--- config.mk ---
export PLATFORM = sky130hd
export DESIGN_NAME = uart_tx
export DESIGN_NICKNAME = d
export VERILOG_FILES = /design/src/rtl/uart_pkg.sv /design/src/rtl/uart_piso.sv /design/src/rtl/uart_tx.sv
export SDC_FILE = /design/constraint.sdc
export NUM_CORES = 1
export LEC_CHECK = 0
export ABC_AREA = 1
export CORE_MARGIN = 5
export CORE_UTILIZATION = 40
export CTS_CLUSTER_DIAMETER = 80
export CTS_CLUSTER_SIZE = 10
export DETAILED_ROUTE_END_ITERATION = 7
export DONT_BUFFER_PORTS = 1
export GPL_TIMING_DRIVEN = 0
export SYNTH_ARGS = -nofsm -noshare
export SYNTH_HDL_FRONTEND = slang
export SYNTH_SLANG_ARGS = --single-unit
--- constraint.sdc ---
create_clock -name tx_clk -period 2 [get_ports tx_clk]
set_input_delay 0.4 -clock tx_clk [delete_from_list [all_inputs] [get_ports tx_clk]]
set_output_delay 0.4 -clock tx_clk [all_outputs]
set_load 0.03 [all_outputs]
--- src/rtl/uart_pkg.sv ---
// Shared types and constants for the UART transmit path.
package uart_pkg;

    typedef enum logic [1:0] {
        IDLE  = 2'd0,
        START = 2'd1,
        DATA  = 2'd2,
        STOP  = 2'd3
    } tx_state_t;

    localparam int   UART_DATA_BITS  = 8;
    localparam logic UART_IDLE_LEVEL = 1'b1;

endpackage

--- src/rtl/uart_piso.sv ---
// Parallel-in serial-out shift register; bit 0 is presented first and load beats shift.
module uart_piso
    import uart_pkg::*;
(
    input  logic                      clk,
    input  logic                      rst_n,
    input  logic                      load,
    input  logic                      shift,
    input  logic [UART_DATA_BITS-1:0] d_in,
    output logic                      d_out
);

    logic [UART_DATA_BITS-1:0] shift_r;

    // Word storage: synchronous clear, then load, then right shift
    always_ff @(posedge clk) begin
        if (!rst_n) begin
            shift_r <= {UART_DATA_BITS{1'b0}};
        end else if (load) begin
            shift_r <= d_in;
        end else if (shift) begin
            shift_r <= {1'b0, shift_r[UART_DATA_BITS-1:1]};
        end else begin
            shift_r <= shift_r;
        end
    end

    assign d_out = shift_r[0];

endmodule

--- src/rtl/uart_tx.sv ---
// 8N1 UART transmitter with a valid/ready byte interface; tx_en is enable and synchronous reset.
module uart_tx
    import uart_pkg::*;
#(
    parameter int CLKS_PER_BIT = 1,
    parameter int DATA_BITS    = 8
) (
    input  logic       tx_clk,
    input  logic       tx_en,
    input  logic [7:0] tx_i_data,
    input  logic       tx_i_data_valid,
    output logic       tx_o,
    output logic       tx_o_ready
);

    localparam int          CNT_W     = (CLKS_PER_BIT > 32'sd1) ? $clog2(CLKS_PER_BIT) : 32'sd1;
    localparam logic [CNT_W-1:0] BAUD_LAST = CNT_W'(CLKS_PER_BIT - 32'sd1);
    localparam logic [2:0]  BIT_LAST  = 3'(DATA_BITS - 32'sd1);

    tx_state_t        state_r;
    tx_state_t        state_s;
    logic [CNT_W-1:0] baud_cnt_r;
    logic [CNT_W-1:0] baud_cnt_s;
    logic [2:0]       bit_cnt_r;
    logic [2:0]       bit_cnt_s;
    logic             tx_r;
    logic             tx_s;
    logic             ready_r;
    logic             ready_s;
    logic             accept_s;
    logic             baud_done_s;
    logic             load_s;
    logic             shift_s;
    logic             piso_bit_s;

    assign accept_s    = tx_i_data_valid & ready_r;
    assign baud_done_s = (baud_cnt_r == BAUD_LAST);

    uart_piso u_piso (
        .clk   (tx_clk),
        .rst_n (tx_en),
        .load  (load_s),
        .shift (shift_s),
        .d_in  (tx_i_data),
        .d_out (piso_bit_s)
    );

    // Next-state, counter and next-line-level decode
    always_comb begin
        state_s    = state_r;
        baud_cnt_s = baud_cnt_r;
        bit_cnt_s  = bit_cnt_r;
        tx_s       = tx_r;
        load_s     = 1'b0;
        shift_s    = 1'b0;
        // tx_s is the level for the coming bit period; the shifter advances as each data bit is taken
        case (state_r)
            IDLE: begin
                baud_cnt_s = {CNT_W{1'b0}};
                bit_cnt_s  = 3'd0;
                if (accept_s) begin
                    state_s = START;
                    load_s  = 1'b1;
                    tx_s    = 1'b0;
                end else begin
                    tx_s = UART_IDLE_LEVEL;
                end
            end
            START: begin
                if (baud_done_s) begin
                    state_s    = DATA;
                    baud_cnt_s = {CNT_W{1'b0}};
                    bit_cnt_s  = 3'd0;
                    tx_s       = piso_bit_s;
                    shift_s    = 1'b1;
                end else begin
                    baud_cnt_s = baud_cnt_r + {{(CNT_W-1){1'b0}}, 1'b1};
                end
            end
            DATA: begin
                if (baud_done_s) begin
                    baud_cnt_s = {CNT_W{1'b0}};
                    if (bit_cnt_r == BIT_LAST) begin
                        state_s = STOP;
                        tx_s    = UART_IDLE_LEVEL;
                    end else begin
                        bit_cnt_s = bit_cnt_r + 3'd1;
                        tx_s      = piso_bit_s;
                        shift_s   = 1'b1;
                    end
                end else begin
                    baud_cnt_s = baud_cnt_r + {{(CNT_W-1){1'b0}}, 1'b1};
                end
            end
            STOP: begin
                if (baud_done_s) begin
                    state_s    = IDLE;
                    baud_cnt_s = {CNT_W{1'b0}};
                    tx_s       = UART_IDLE_LEVEL;
                end else begin
                    baud_cnt_s = baud_cnt_r + {{(CNT_W-1){1'b0}}, 1'b1};
                end
            end
            default: begin
                state_s    = IDLE;
                baud_cnt_s = {CNT_W{1'b0}};
                bit_cnt_s  = 3'd0;
                tx_s       = UART_IDLE_LEVEL;
            end
        endcase
        ready_s = (state_s == IDLE);
    end

    // State, counters and registered outputs; tx_en low clears everything
    always_ff @(posedge tx_clk) begin
        if (!tx_en) begin
            state_r    <= IDLE;
            baud_cnt_r <= {CNT_W{1'b0}};
            bit_cnt_r  <= 3'd0;
            tx_r       <= UART_IDLE_LEVEL;
            ready_r    <= 1'b0;
        end else begin
            state_r    <= state_s;
            baud_cnt_r <= baud_cnt_s;
            bit_cnt_r  <= bit_cnt_s;
            tx_r       <= tx_s;
            ready_r    <= ready_s;
        end
    end

    assign tx_o       = tx_r;
    assign tx_o_ready = ready_r;

endmodule

Yosys cells after proc, flatten, opt, wreduce, memory -nomap -nowiden
Index checks and enable logic that the tools add are counted.
W data, S select, Z words.
{"block": "classes", "n_reduce_logical": 7, "n_mux": 26, "n_addsub": 2, "eq_ne": 8, "n_bitwise": 1}
{"operator": "$mux W8", "n": 2}
{"operator": "$mux W1", "n": 11}
{"operator": "$mux W2", "n": 5}
{"operator": "$mux W3", "n": 3}
{"operator": "$pmux W3 S3", "n": 1}
{"operator": "$ne A2 B2 Y1 const B", "n": 4}
{"operator": "$pmux W2 S4", "n": 1}
{"operator": "$eq A2 B2 Y1 const B", "n": 2}
{"operator": "$logic_not A2 Y1", "n": 2}
{"operator": "$pmux W1 S2", "n": 2}
{"operator": "$pmux W1 S4", "n": 1}
{"operator": "$reduce_and A4 Y1", "n": 1}
{"operator": "$add A3 B1 Y3 const B", "n": 1}
{"operator": "$eq A3 B3 Y1 const B", "n": 1}
{"operator": "$reduce_and A3 Y1", "n": 1}
{"operator": "$reduce_bool A3 Y1", "n": 1}
{"operator": "$reduce_or A3 Y1", "n": 1}
{"operator": "$eq A2 B1 Y1 const B", "n": 1}
{"operator": "$reduce_bool A2 Y1", "n": 1}
{"operator": "$add A1 B1 Y1 const B", "n": 1}
{"operator": "$and A1 B1 Y1", "n": 1}
{"block": "totals", "reg_bits": 16, "output_inout_bits": 2}

Depth between registers and ports, before layout
{"block": "depth", "ltp_word": 6, "depth_mapped": 8, "depth_no_buf": 8}

Hierarchy
From an unflattened synthesis, not the netlist that was laid out.
{"block": "hier_totals", "cells_unflattened": 117, "area_unflattened_um2": 808.3}
{"module": "uart_piso", "instances": 1, "area_each_um2": 406.6, "cells_each": 63}
{"module": "uart_tx", "instances": 1, "area_each_um2": 401.6, "cells_each": 54}

Worst setup path before layout
OpenSTA, ideal clock, no wires.
{"block": "synth_timing", "kind": "register -> register", "start": "register state_r[0]", "end": "register u_piso.shift_r[6]", "setup_slack_ns": 0.667, "path_buffers": 1, "arrival_ns": 1.194, "setup_ns": 0.139, "stages_incl_launch_ff": 9, "cell_sequence": "dfxtp_1 > inv_1 > ha_1 > nand3_4 > buf_6 > nand2_2 > nand2_1 > nand2_1 > a21oi_2"}
{"block": "synth_between", "elab_chain_cells": 3, "elab_cells_between_ends": 7, "cone_classes": "eq/ne (2); mux (3); reduce/logical (2)"}
{"element": "start: declaration", "line": "uart_tx.sv:20", "source": "tx_state_t state_r;"}
{"element": "start signal: assignment", "line": "uart_tx.sv:123", "source": "state_r <= state_s;"}
{"element": "$eq A2 B2 Y1 (tied with other cells)", "line": "uart_tx.sv:57", "source": "case (state_r)"}
{"element": "$pmux W1 S2 / $mux W1 (equally long branches)", "line": "uart_tx.sv:57"}
{"element": "$reduce_bool A2 Y1 (no source line) / $mux W8 (equally long branches)"}
{"element": "end signal: assignment", "line": "uart_piso.sv:20", "source": "shift_r <= d_in;"}
{"element": "end signal: assignment", "line": "uart_piso.sv:22", "source": "shift_r <= {1'b0, shift_r[UART_DATA_BITS-1:1]};"}
{"element": "end signal: assignment", "line": "uart_piso.sv:24", "source": "shift_r <= shift_r;"}
{"element": "end: declaration", "line": "uart_piso.sv:13", "source": "logic [UART_DATA_BITS-1:0] shift_r;"}
Parallel ways exist; a longest one is shown, timed or not.
A chain may end at the register's enable or synchronous reset.

Worst setup path after layout
Ends and elaborated chain as after synthesis.

==> results by group <==
Run status
  • Status: finished, final reports clean

Worst setup path
  • Worst Setup End Kind: flip-flop
  • Startpoint types: flip-flop
  • Critical path fanouts, max: 10
  • R2r startpoint: state_r[0]
  • Worst EP arrival: ~1700 ps
  • CP Data Required Time: roughly 2200 ps
  • R2r setup slk: about 470 ps
  • Reg2reg path depth: 8
  • Setup CP Type: reg2reg
  • Worst r2r dst: u_piso.shift_r[6]

CTS
  • Hold buffer count at CTS: 0
  • Skew-Pair Late Insertion Delay: 280 ps
  • Postcts setup bufs: 0
  • Clock transition at path regs: roughly 90 ps
  • Post_cts resized: 0
  • CTS tree: done
  • CTS Buf Count: 3
  • H-tree Lvls: 1
  • CTS Buffer Depth: 2
  • Clock Sinks: 15
  • Clock Tree Root: clkbuf_4

Power and ir drop
  • Power density over the cells: roughly 1200 nW/um2
  • VDD IR max: 0.6096 mV
  • Leak Pwr: between 0.3 and 0.4 nW
  • Internal power: 0.5804 mW
  • Sw Share: 44.52%
  • Comb power frac: 42.8%
  • Sequential Power Share: 40.5%
  • Switching Power: ~0.47 mW
  • Power share of the clock group: between 10% and 20%

STA
  • Setup_tns: 0 ps
  • Tightest Pin Transition: between 600 and 700 ps
  • Rel. slew slack: 57.30%
  • Tcrit/Tclk final: around three quarters
  • Final hold vios: 0
  • Fin Clk Skew: around 1.2 ps
  • RSZ-0062 raised after global routing: false
  • Final worst path period need: approximately 1500 ps
  • Highest Clock Rate: around 650 MHz
  • Max-slew violation count: 0
  • Hold WS: slightly below 200 ps
  • Final setup vio count: 0

Place
  • Post-placement cell count: around 140
  • Placed instance area: 867.1 um2
  • Port Buffers: 0
  • Placer Congestion: between 0.7 and 0.8
  • Placed wire-length estimate: 1.204 mm

Hold path
  • Worst min-delay path class: in2reg
  • WHS Path Cells: 1
  • Hold Path Sink: tx_o
  • Min-delay src: tx_en

Route
  • Wire per inst: between 10 and 15 um
  • Post-DR vias/cell: 4.752
  • Initial DRC count: 3
  • Drt total wl: 1.608 mm
  • Post-route antenna net violation count: 0
  • Residual DRC: 0
  • Initial DRT Pass Iterations: 2
  • Via count: 670

Synth
  • Mapped cell area: between 800 and 900 um2
  • EDFF count, synth: 0
  • Synth async-reset ratio: 0%
  • Post-synth top cells: nand2_1, dfxtp_1, nand3_1
  • Leading area contributor after synthesis: dfxtp_1
  • Synth warnings: 0
  • Average cell area after synthesis: 7.575 um2
  • Count leader, synth: nand2_1
  • Syn_nets: 128
  • Register area share after synthesis: between 30% and 40%
  • Yosys top cell area share: a little over a third
  • Synth Register Bits: 15
  • Synth cell types: 17
  • Synth Instances: 110
  • Post-synth top flop: dfxtp_1
  • Top post-synthesis cells by area: dfxtp_1, nand2_1, ha_1, a21oi_2, nand3_1

Final layout
  • Ant. Diodes: 0
  • Filler instances: 209
  • Layout Area Growth over Synthesis: 7.207%
  • Nets: around 130
  • Post-route design area: just under 900 um2
  • Final cell count without fillers: approximately 140
  • Fin util: between 40% and 50%
  • Share of layout cells above drive strength 1: between 15 and 20%

Global routing
  • Initial antenna violation count: 0
  • GRT overflow: 0
  • Largest net degree at the start of global routing: 11
  • Vias in the first global route: ~630
  • GRT Overall Usage: ~11%
  • First-pass GRT wire length: approximately 2.8 mm

Floorplan
  • Core footprint: roughly 2000 um2
  • Starting density of the core: around 42%
  • Width of the die: between 50 and 60 um
  • IO Pins: 13
  • Die extent in y: ~56 um
  • Die area: 3096 um2
  • Rows: 16

Flow run
  • Max cap viols: 0
kinds of logic after synthesis:
| logic type | Yosys count | synth area share [%] |
|---|---|---|
| and+or+nand+nor | 61 | 34.98 |
| AOI/OAI and AO/OA | 15 | 12.16 |
| DFF | 15 | 36.04 |
| buffers and inverters | 12 | 6.305 |
| adders and majority gates | 7 | 10.51 |
cells in the final DEF, fill, tap and decap left out:
cell	netlist	routed
nand3_4	2	2
clkbuf_1	1	2
nor2_4	1	1
a21oi_1	5	5
nor2_1	3	3
inv_1	9	9
ha_1	7	7
a21oi_2	7	7
o21ai_0	3	3
dfxtp_1	15	15
nand2_4	1	1
clkbuf_4	0	3
nand3_1	11	11
inv_2	1	1
buf_6	1	1
nor3_1	1	1
nand2_2	2	2
nand2_1	40	40
final cells by class:
cell class	instances	area [um2]	area share (%)
well taps	27	33.78	3.782
flip-flops and latches	15	300.3	33.61
clock buffers	4	26.28	2.941
plain buffers	2	15.01	1.681
multi-input cells	83	480.5	53.78
inverters	10	37.54	4.202
power groups by stage:
stage,Clock (mW),Combinational (mW),Sequential [mW]
6_report,0.174,0.448,0.424
5_1_grt,0.198,0.517,0.429
4_1_cts,0.180,0.449,0.424
3_5_place_dp,0,0.448,0.431
3_3_place_gp,0,0.449,0.430
2_1_floorplan,0,0.375,0.422
worst max-delay path: stages (launching register included):
cell     delay [ps]
dfxtp_1         350
inv_1           110
ha_1            330
nand3_4         190
buf_6           200
nand2_2          50
nand2_1          40
nand2_1          70
a21oi_2          50
worst max path at each step:
stage,start,to,slack [ps],cells after the start
2_1_floorplan,state_r[0],u_piso.shift_r[6],670,8
3_3_place_gp,state_r[0],u_piso.shift_r[6],500,8
3_5_place_dp,state_r[0],u_piso.shift_r[6],490,8
4_1_cts,state_r[0],u_piso.shift_r[6],470,8
5_1_grt,state_r[0],bit_cnt_r[2],260,7
6_report,state_r[0],u_piso.shift_r[6],470,8
state kept, by name, summed over array words and instances (netlist names):
signal / count
state_r: 2
tx_o_ready: 1
tx_o: 1
u_piso.shift_r: 8
bit_cnt_r: 3
metrics by stage:
step	total power, mW	worst slack (ps)
final	1.046	472.0
after global placement	0.8798	501.4
after global routing	1.144	262.5
after floorplan	0.7967	667.0
after CTS	1.053	469.8
after detailed placement	0.8791	492.3
layer usage:
layer	vias up	part of all wire [%]	track usage [%]
met5	-	0	0
met4	0	0.93	6.250
met3	2	2.4	2.320
met2	7	46	17.57
met1	299	51	14.99
li1	362	-	-
No activity file was read; power rests on OpenSTA's default activity.
